## config.mk

```make
export PLATFORM = sky130hd
export DESIGN_NAME = mapu_matrix_loader
export DESIGN_NICKNAME = d
export VERILOG_FILES = /design/src/rtl/mapu_matrix_loader.sv
export SDC_FILE = /design/constraint.sdc
export NUM_CORES = 1
export LEC_CHECK = 0
export CAP_MARGIN = 15
export CORE_AREA = 2 2 237 239
export DETAILED_ROUTE_END_ITERATION = 16
export DIE_AREA = 0 0 239 241
export GPL_ROUTABILITY_DRIVEN = 0
export PLACE_DENSITY = 0.77
export SLEW_MARGIN = 10
export SYNTH_ARGS = -nofsm -noshare
export SYNTH_HDL_FRONTEND = slang
export SYNTH_SLANG_ARGS = --single-unit
```

## constraint.sdc

```tcl
create_clock -name clk -period 2.5 [get_ports clk]
set_input_delay 0.5 -clock clk [delete_from_list [all_inputs] [get_ports clk]]
set_output_delay 0.5 -clock clk [all_outputs]
set_load 0.01 [all_outputs]
```

## src/rtl/mapu_matrix_loader.sv

```systemverilog
// mapu_matrix_loader
//   Collects a stream of DATA_WIDTH-bit words into a pair of DIM x DIM matrices
//   (A then B, row-major) and hands the complete pair to the MAPU with a
//   valid/ready handshake. Framing is checked against i_last: the pair must end
//   with i_last on word 2N-1 and nowhere else, otherwise the pair is dropped and
//   o_err pulses for one cycle.
//
// Ports
//   clk, reset_n   clock, synchronous active-low reset
//   i_vld/o_rdy_in input word handshake (o_rdy_in depends only on state)
//   i_data/i_last  input word and end-of-pair marker
//   o_vld/i_rdy    output pair handshake
//   o_a/o_b        assembled matrices, element k at [k*DATA_WIDTH +: DATA_WIDTH]
//   o_err          one-cycle framing error pulse
module mapu_matrix_loader #(
  parameter int DATA_WIDTH = 32,
  parameter int DIM        = 3
) (
  input  logic                              clk,
  input  logic                              reset_n,
  input  logic                              i_vld,
  output logic                              o_rdy_in,
  input  logic [DATA_WIDTH-1:0]             i_data,
  input  logic                              i_last,
  output logic                              o_vld,
  input  logic                              i_rdy,
  output logic [DIM*DIM*DATA_WIDTH-1:0]     o_a,
  output logic [DIM*DIM*DATA_WIDTH-1:0]     o_b,
  output logic                              o_err
);

  localparam int N     = DIM * DIM;
  localparam int CNT_W = (N > 1) ? $clog2(N) : 1;

  typedef enum logic [1:0] {
    LOAD_A  = 2'd0,
    LOAD_B  = 2'd1,
    PRESENT = 2'd2
  } state_t;

  state_t                  state_q, state_d;
  logic [CNT_W-1:0]        cnt_q, cnt_d;
  logic                    err_q, err_d;
  logic                    vld_q, rdy_q;
  logic [DATA_WIDTH-1:0]   a_q [N];
  logic [DATA_WIDTH-1:0]   a_d [N];
  logic [DATA_WIDTH-1:0]   b_q [N];
  logic [DATA_WIDTH-1:0]   b_d [N];
  logic                    in_xfer_s;
  logic                    last_slot_s;

  // Input handshake is gated by state only, so the loader never stalls on i_vld.
  assign in_xfer_s   = i_vld && (state_q != PRESENT);
  assign last_slot_s = (cnt_q == CNT_W'(N - 1));

  // Next-state, counter, element-store and error-pulse logic.
  always_comb begin
    state_d = state_q;
    cnt_d   = cnt_q;
    err_d   = 1'b0;
    a_d     = a_q;
    b_d     = b_q;
    case (state_q)
      LOAD_A: begin
        if (in_xfer_s) begin
          a_d[cnt_q] = i_data;
          if (i_last) begin
            // End marker inside A: drop the partial pair and restart.
            err_d = 1'b1;
            cnt_d = '0;
          end else if (last_slot_s) begin
            state_d = LOAD_B;
            cnt_d   = '0;
          end else begin
            cnt_d = cnt_q + CNT_W'(1);
          end
        end else begin
          cnt_d = cnt_q;
        end
      end
      LOAD_B: begin
        if (in_xfer_s) begin
          b_d[cnt_q] = i_data;
          if (last_slot_s) begin
            cnt_d = '0;
            if (i_last) begin
              state_d = PRESENT;
            end else begin
              // Final slot reached without the end marker.
              err_d   = 1'b1;
              state_d = LOAD_A;
            end
          end else if (i_last) begin
            err_d   = 1'b1;
            state_d = LOAD_A;
            cnt_d   = '0;
          end else begin
            cnt_d = cnt_q + CNT_W'(1);
          end
        end else begin
          cnt_d = cnt_q;
        end
      end
      PRESENT: begin
        if (i_rdy) begin
          state_d = LOAD_A;
          cnt_d   = '0;
        end else begin
          state_d = PRESENT;
        end
      end
      default: begin
        state_d = LOAD_A;
        cnt_d   = '0;
      end
    endcase
  end

  // State, counter, storage and registered handshake/error outputs.
  always_ff @(posedge clk) begin
    if (!reset_n) begin
      state_q <= LOAD_A;
      cnt_q   <= '0;
      err_q   <= 1'b0;
      vld_q   <= 1'b0;
      rdy_q   <= 1'b1;
      for (int k = 0; k < N; k++) begin
        a_q[k] <= '0;
        b_q[k] <= '0;
      end
    end else begin
      state_q <= state_d;
      cnt_q   <= cnt_d;
      err_q   <= err_d;
      vld_q   <= (state_d == PRESENT);
      rdy_q   <= (state_d != PRESENT);
      for (int k = 0; k < N; k++) begin
        a_q[k] <= a_d[k];
        b_q[k] <= b_d[k];
      end
    end
  end

  // Flatten the element arrays onto the packed output buses.
  always_comb begin
    o_a = '0;
    o_b = '0;
    for (int k = 0; k < N; k++) begin
      o_a[k*DATA_WIDTH +: DATA_WIDTH] = a_q[k];
      o_b[k*DATA_WIDTH +: DATA_WIDTH] = b_q[k];
    end
  end

  assign o_rdy_in = rdy_q;
  assign o_vld    = vld_q;
  assign o_err    = err_q;

endmodule

```

---- Word-level counts from Yosys, hierarchy flattened ----
Index checks and enable logic that the tools add are counted.
operators by class
  $lt $le $gt $ge ......................... 2
  reductions and logical operators ........ 6
  bitwise logic cells ..................... 1
  add/sub/neg operators ................... 1
  equality and inequality tests ........... 9
  mux-type cells .......................... 27
operators by type and width
  cell                                                  count
  bitwise mux 288 bit                                   2
  demux 32 bit (select 4 bit)                           1
  two-way mux 32 bit                                    1
  two-way mux 4 bit                                     7
  two-way mux 2 bit                                     8
  one-hot mux 4 bit (3 select lines)                    1
  inequality test 2 bit (second input constant)         5
  one-hot mux 2 bit (3 select lines)                    1
  >= comparator 5 bit (second input constant)           1
  < comparator 5 x 1 -> 1 bit (second input constant)   1
  two-way mux 1 bit                                     5
  inverter 4 -> 5 bit                                   1
  adder 4 x 1 -> 4 bit (second input constant)          1
  equality test 2 bit (second input constant)           2
  equality test 4 bit (second input constant)           1
  AND reduction 2 bit                                   2
  AND reduction 3 bit                                   1
  equality test 2 x 1 -> 1 bit (second input constant)  1
  logical AND 1 bit                                     2
  logical NOT 2 bit                                     1
  one-hot mux 1 bit (2 select lines)                    1
storage, ports and cells
  register bits ........................... 585
  input bits .............................. 37
  logic and storage cells ................. 69

---- Logic depth before layout (Yosys ltp) ----
  depth in word-level cells ............... 6
  mapped depth ............................ 8

---- Least setup slack after synthesis ----
No wires, ideal clock.
  path type ............................... flip-flop to flip-flop
  from .................................... register cnt_q[0]
  to ...................................... register a_q (netlist bit o_a[279])
  path buffers ............................ 3
  data arrival time ....................... 1.516 ns
  data required time ...................... 2.368 ns
  period minus slack after synthesis ...... 1.648 ns
  setup slack ............................. 0.852 ns
  setup time .............................. 0.132 ns
  cell stages (with the launch flop) ...... 9
  cell sequence ........................... dfxtp_1 -> inv_1 -> ha_1 -> and4bb_2 -> buf_2 -> buf_4 -> buf_4 -> nand3_1 -> a21oi_1
on the way
  cells in the longest elaborated chain, start to end .. 6
  elaborated cells on any way between the ends .. 7
RTL lines
  item                                                                                      line  text
  start, declared                                                                           42    logic [CNT_W-1:0] cnt_q, cnt_d;
  start signal, assigned                                                                    133   cnt_q <= cnt_d;
  inverter 4 -> 5 bit (not written as such) (*)                                             66    a_d[cnt_q] = i_data;
  >= comparator 5 bit (not written as such) or < comparator 5 x 1 -> 1 bit (tied branches)  66
  logical AND 1 bit (not written as such)                                                   66
  two-way mux 32 bit (not written as such)                                                  66
  demux 32 bit (select 4 bit) (*)                                                           66
  bitwise mux 288 bit (*)                                                                   66
  end signal, assigned by index                                                             138   a_q[k] <= a_d[k];
  end, declared                                                                             45    logic [DATA_WIDTH-1:0] a_q [N];
Every way passes the cells marked *; elsewhere a longest branch is shown, timed or not.
A chain may end at the register's enable or synchronous reset.

---- Worst setup path in the final report ----
  from .................................... register cnt_q[2]
  to ...................................... register b_q (netlist bit o_b[95])
on the way
  cells in the longest elaborated chain, start to end .. 6
  elaborated cells on any way between the ends .. 7
RTL lines
  item                                                                                      line  text
  inverter 4 -> 5 bit (not written as such) (*)                                             83    b_d[cnt_q] = i_data;
  >= comparator 5 bit (not written as such) or < comparator 5 x 1 -> 1 bit (tied branches)  83
  logical AND 1 bit (not written as such)                                                   83
  two-way mux 32 bit (not written as such)                                                  83
  demux 32 bit (select 4 bit) (*)                                                           83
  bitwise mux 288 bit (*)                                                                   83
  end signal, assigned by index                                                             139   b_q[k] <= b_d[k];
  end, declared                                                                             47    logic [DATA_WIDTH-1:0] b_q [N];
Marks and branches as above.

==> flow_summary.yaml <==
status:
  status: "completed"
global_routing:
  grt_busiest_layer: "met2"
  use_met3: 0.0626
  use_met1: 0.384
  grt_pass1_wl_mm: 131
  grt_usage: 0.301
  grt_max_degree: 91
  grt_pass1_vias: 20200
  grt-ovfl-total: 0
  antenna_found_initial: 6
  grt_use_met2: 0.483
place:
  port_buffers: 615
  hpwl_mm: 56.5
logic_synthesis:
  synth_cell_types: 40
  syn_nets: 2639
  ys_ff_latch: 585
  syn-cell-area_um2: 22400
  yosysWarnings: 0
  avgSynthCellArea_um2: 8.63
  ys_seq_area_frac: 0.522
  netlist_instances: 2598
route:
  via_per_inst: 5.87
  drc: 0
  ant_nets: 0
  drtPass1Iterations: 6
  vias: 22300
  drt_wl_total_mm: 91.9
  wl_per_cell_um: 24.2
  drt-initial-drc-count: 2685
setup_path:
  cp_num_buf_inv: 1
  crit_arrival_ps: 2650
  crit_family: "simple AND/OR/NAND/NOR gates"
  cp.required_ps: 2990
  endpoint_kind: "register"
  worstSetupPathType: "register to register"
  start_kind: "register"
  crit_fanout: 64
  cp_cell_sequence: "or4b_2, buf_4, o21ai_0, a21oi_1"
  slowest_delay_ps: 720
  cp_slowest_cell: "or4b_2"
clock_network:
  clk_pin_slew_worst_paths_ps: 70
  cts_setup_buffers: 0
  cts_hold_buffers: 0
  clock-sinks: 585
  cts.repair.resized: 0
  clk_latency_ps: 630
  cts_tree: "yes"
  h-tree-depth: 2
  cts_made_buffers: 59
  clockRootBuffer: "clkbuf_16"
  cts_max_path_buffers: 3
timing:
  holdWs_ps: 354
  setup_violations: 0
  finalClockSkew_ps: 23.3
  finalHoldViolCount: 0
  fin_crit_ps: 2160
  fin_setup_tns_ps: 0
  tightest_slew_ps: 818
  rsz0062_at_grt: "false"
  slew_headroom: 0.455
  min_period_over_period: 0.862
  finalMaxSlewViolations: 0
  fmax_ghz: 0.464
power_and_ir_drop:
  clkPwrFrac: 0.463
  power.internal_w: 0.0148
  p_sw_frac: 0.238
  p_sw_w: 0.00463
  power.static_leakage_nw: 10.5
  power_frac_seq: 0.483
  vdd_drop_max_mv: 0.591
  power_density_nw_per_um2: 626
  pwr-share-comb: 0.054
floorplan:
  initial_utilization: 0.409
  coreArea_um2: 54900
  ios: 616
  dieArea_um2: 57600
  row_count: 86
  die_x_um: 239
  die_h_um: 241
final_layout:
  final_common_cell: "clkdlybuf4s50_1"
  drive_gt1_frac: 0.0738
  nets: 3097
  area_growth_pct: 38.7
  mostFrequentLayoutCells: "606 x clkdlybuf4s50_1, 585 x dfxtp_1, 451 x nand3_1"
  fillCellCount: 4810
job:
  cap_violations: 0
worst_hold_path:
  hold_class: "input port to register"
## layout make-up
type                       count  area, µm²  area share
clock inverter                19        195     0.00627
sequential                   585      11700       0.376
timing repair buffer         710       7290       0.234
multi-input combinational   1695       9240       0.297
tap                          704        881      0.0283
antenna                        1       2.50   0.0000804
inverter                       5       26.3    0.000845
clock buffer                  87       1760      0.0567
## layer usage
layer	routed length, µm	up-vias	share of wire
li1	-	10100	-
met1	35200	10700	0.38
met2	42800	1247	0.47
met3	8730	276	0.095
met4	5190	0	0.056
met5	0	-	0
## final timing paths
check / startpoint / endpoint / slack [ps] / cells past startpoint
worst max-delay path: cnt_q[2]$_SDFFE_PN0P_ / o_b[95]$_SDFFE_PN0P_ / 340 / 4
worst min-delay path: i_data[3] / o_a[35]$_SDFFE_PN0P_ / 350 / 3
worst max register to register: cnt_q[2]$_SDFFE_PN0P_ / o_b[95]$_SDFFE_PN0P_ / 340 / 4
worst min register to register: o_b[182]$_SDFFE_PN0P_ / o_b[182]$_SDFFE_PN0P_ / 460 / 2
## sequential cells by signal, summed over array words and instances (netlist names)
register  count
o_err         1
o_vld         1
o_b         288
cnt_q         4
o_a         288
state_q       2
o_rdy_in      1
## synthesized netlist by cell type
cell | number | area, µm²
dfxtp_1 | 585 | 11700
nand3_1 | 451 | 2260
a21oi_1 | 450 | 2250
o21ai_0 | 380 | 1900
nand2_1 | 162 | 608
clkbuf_1 | 145 | 544
mux2i_1 | 128 | 1280
buf_2 | 114 | 571
o21ai_1 | 71 | 355
buf_4 | 27 | 203
buf_6 | 19 | 214
buf_1 | 8 | 30.0
inv_1 | 5 | 18.8
and4bb_2 | 4 | 50.1
ha_1 | 4 | 50.1
nand2b_1 | 4 | 25.0
nand4bb_1 | 4 | 45.0
nor2_1 | 4 | 15.0
nand4_1 | 3 | 18.8
nor3b_1 | 3 | 22.5
and2_1 | 2 | 12.5
nand2_2 | 2 | 12.5
nand3b_1 | 2 | 15.0
nand4b_1 | 2 | 17.5
nor2_4 | 2 | 22.5
o211ai_1 | 2 | 15.0
or4b_1 | 2 | 20.0
a311oi_2 | 1 | 15.0
a31oi_1 | 1 | 6.26
and2b_1 | 1 | 7.51
and3_1 | 1 | 6.26
and4b_1 | 1 | 10.0
nand3b_4 | 1 | 20.0
nand4b_4 | 1 | 23.8
nor2b_1 | 1 | 6.26
nor4b_1 | 1 | 8.76
nor4b_2 | 1 | 15.0
nor4bb_1 | 1 | 10.0
or2_1 | 1 | 6.26
xor2_1 | 1 | 8.76
## cell families after synthesis
group | count (synthesis) | share of synthesized area
flops | 585 | 0.522
compound gates | 905 | 0.203
mux | 128 | 0.0571
xor+xnor | 1 | 0.000391
fa+ha+maj | 4 | 0.00223
buf+inv | 318 | 0.0704
simple gates | 657 | 0.145
## power groups by stage
stage / Sequential (W) / Combinational [W] / Clock [W]
floorplan: 0.00963 / 0.000415 / 0
finish: 0.00940 / 0.00104 / 0.00902
global route: 0.00940 / 0.00106 / 0.00948
detailed placement: 0.00961 / 0.00101 / 0
global placement: 0.00961 / 0.00101 / 0
CTS: 0.00940 / 0.00102 / 0.00908
## worst min-delay path, stage by stage
cell	delay [ps]
buf_2	110
nand2_1	210
mux2i_1	110
## per-stage QoR
step                       util  area [µm²]  total power (W)  setup slack, ps  cells
after floorplan               -       22400           0.0100              852   2598
after detailed placement  0.531       29100           0.0106              206   3699
final                     0.567       31100           0.0195              344   3806
after global placement    0.531       29100           0.0106              255   3699
after CTS                 0.567       31100           0.0195              344   3805
after global routing      0.567       31100           0.0199              223   3806
(Power assumes the default switching activity.)
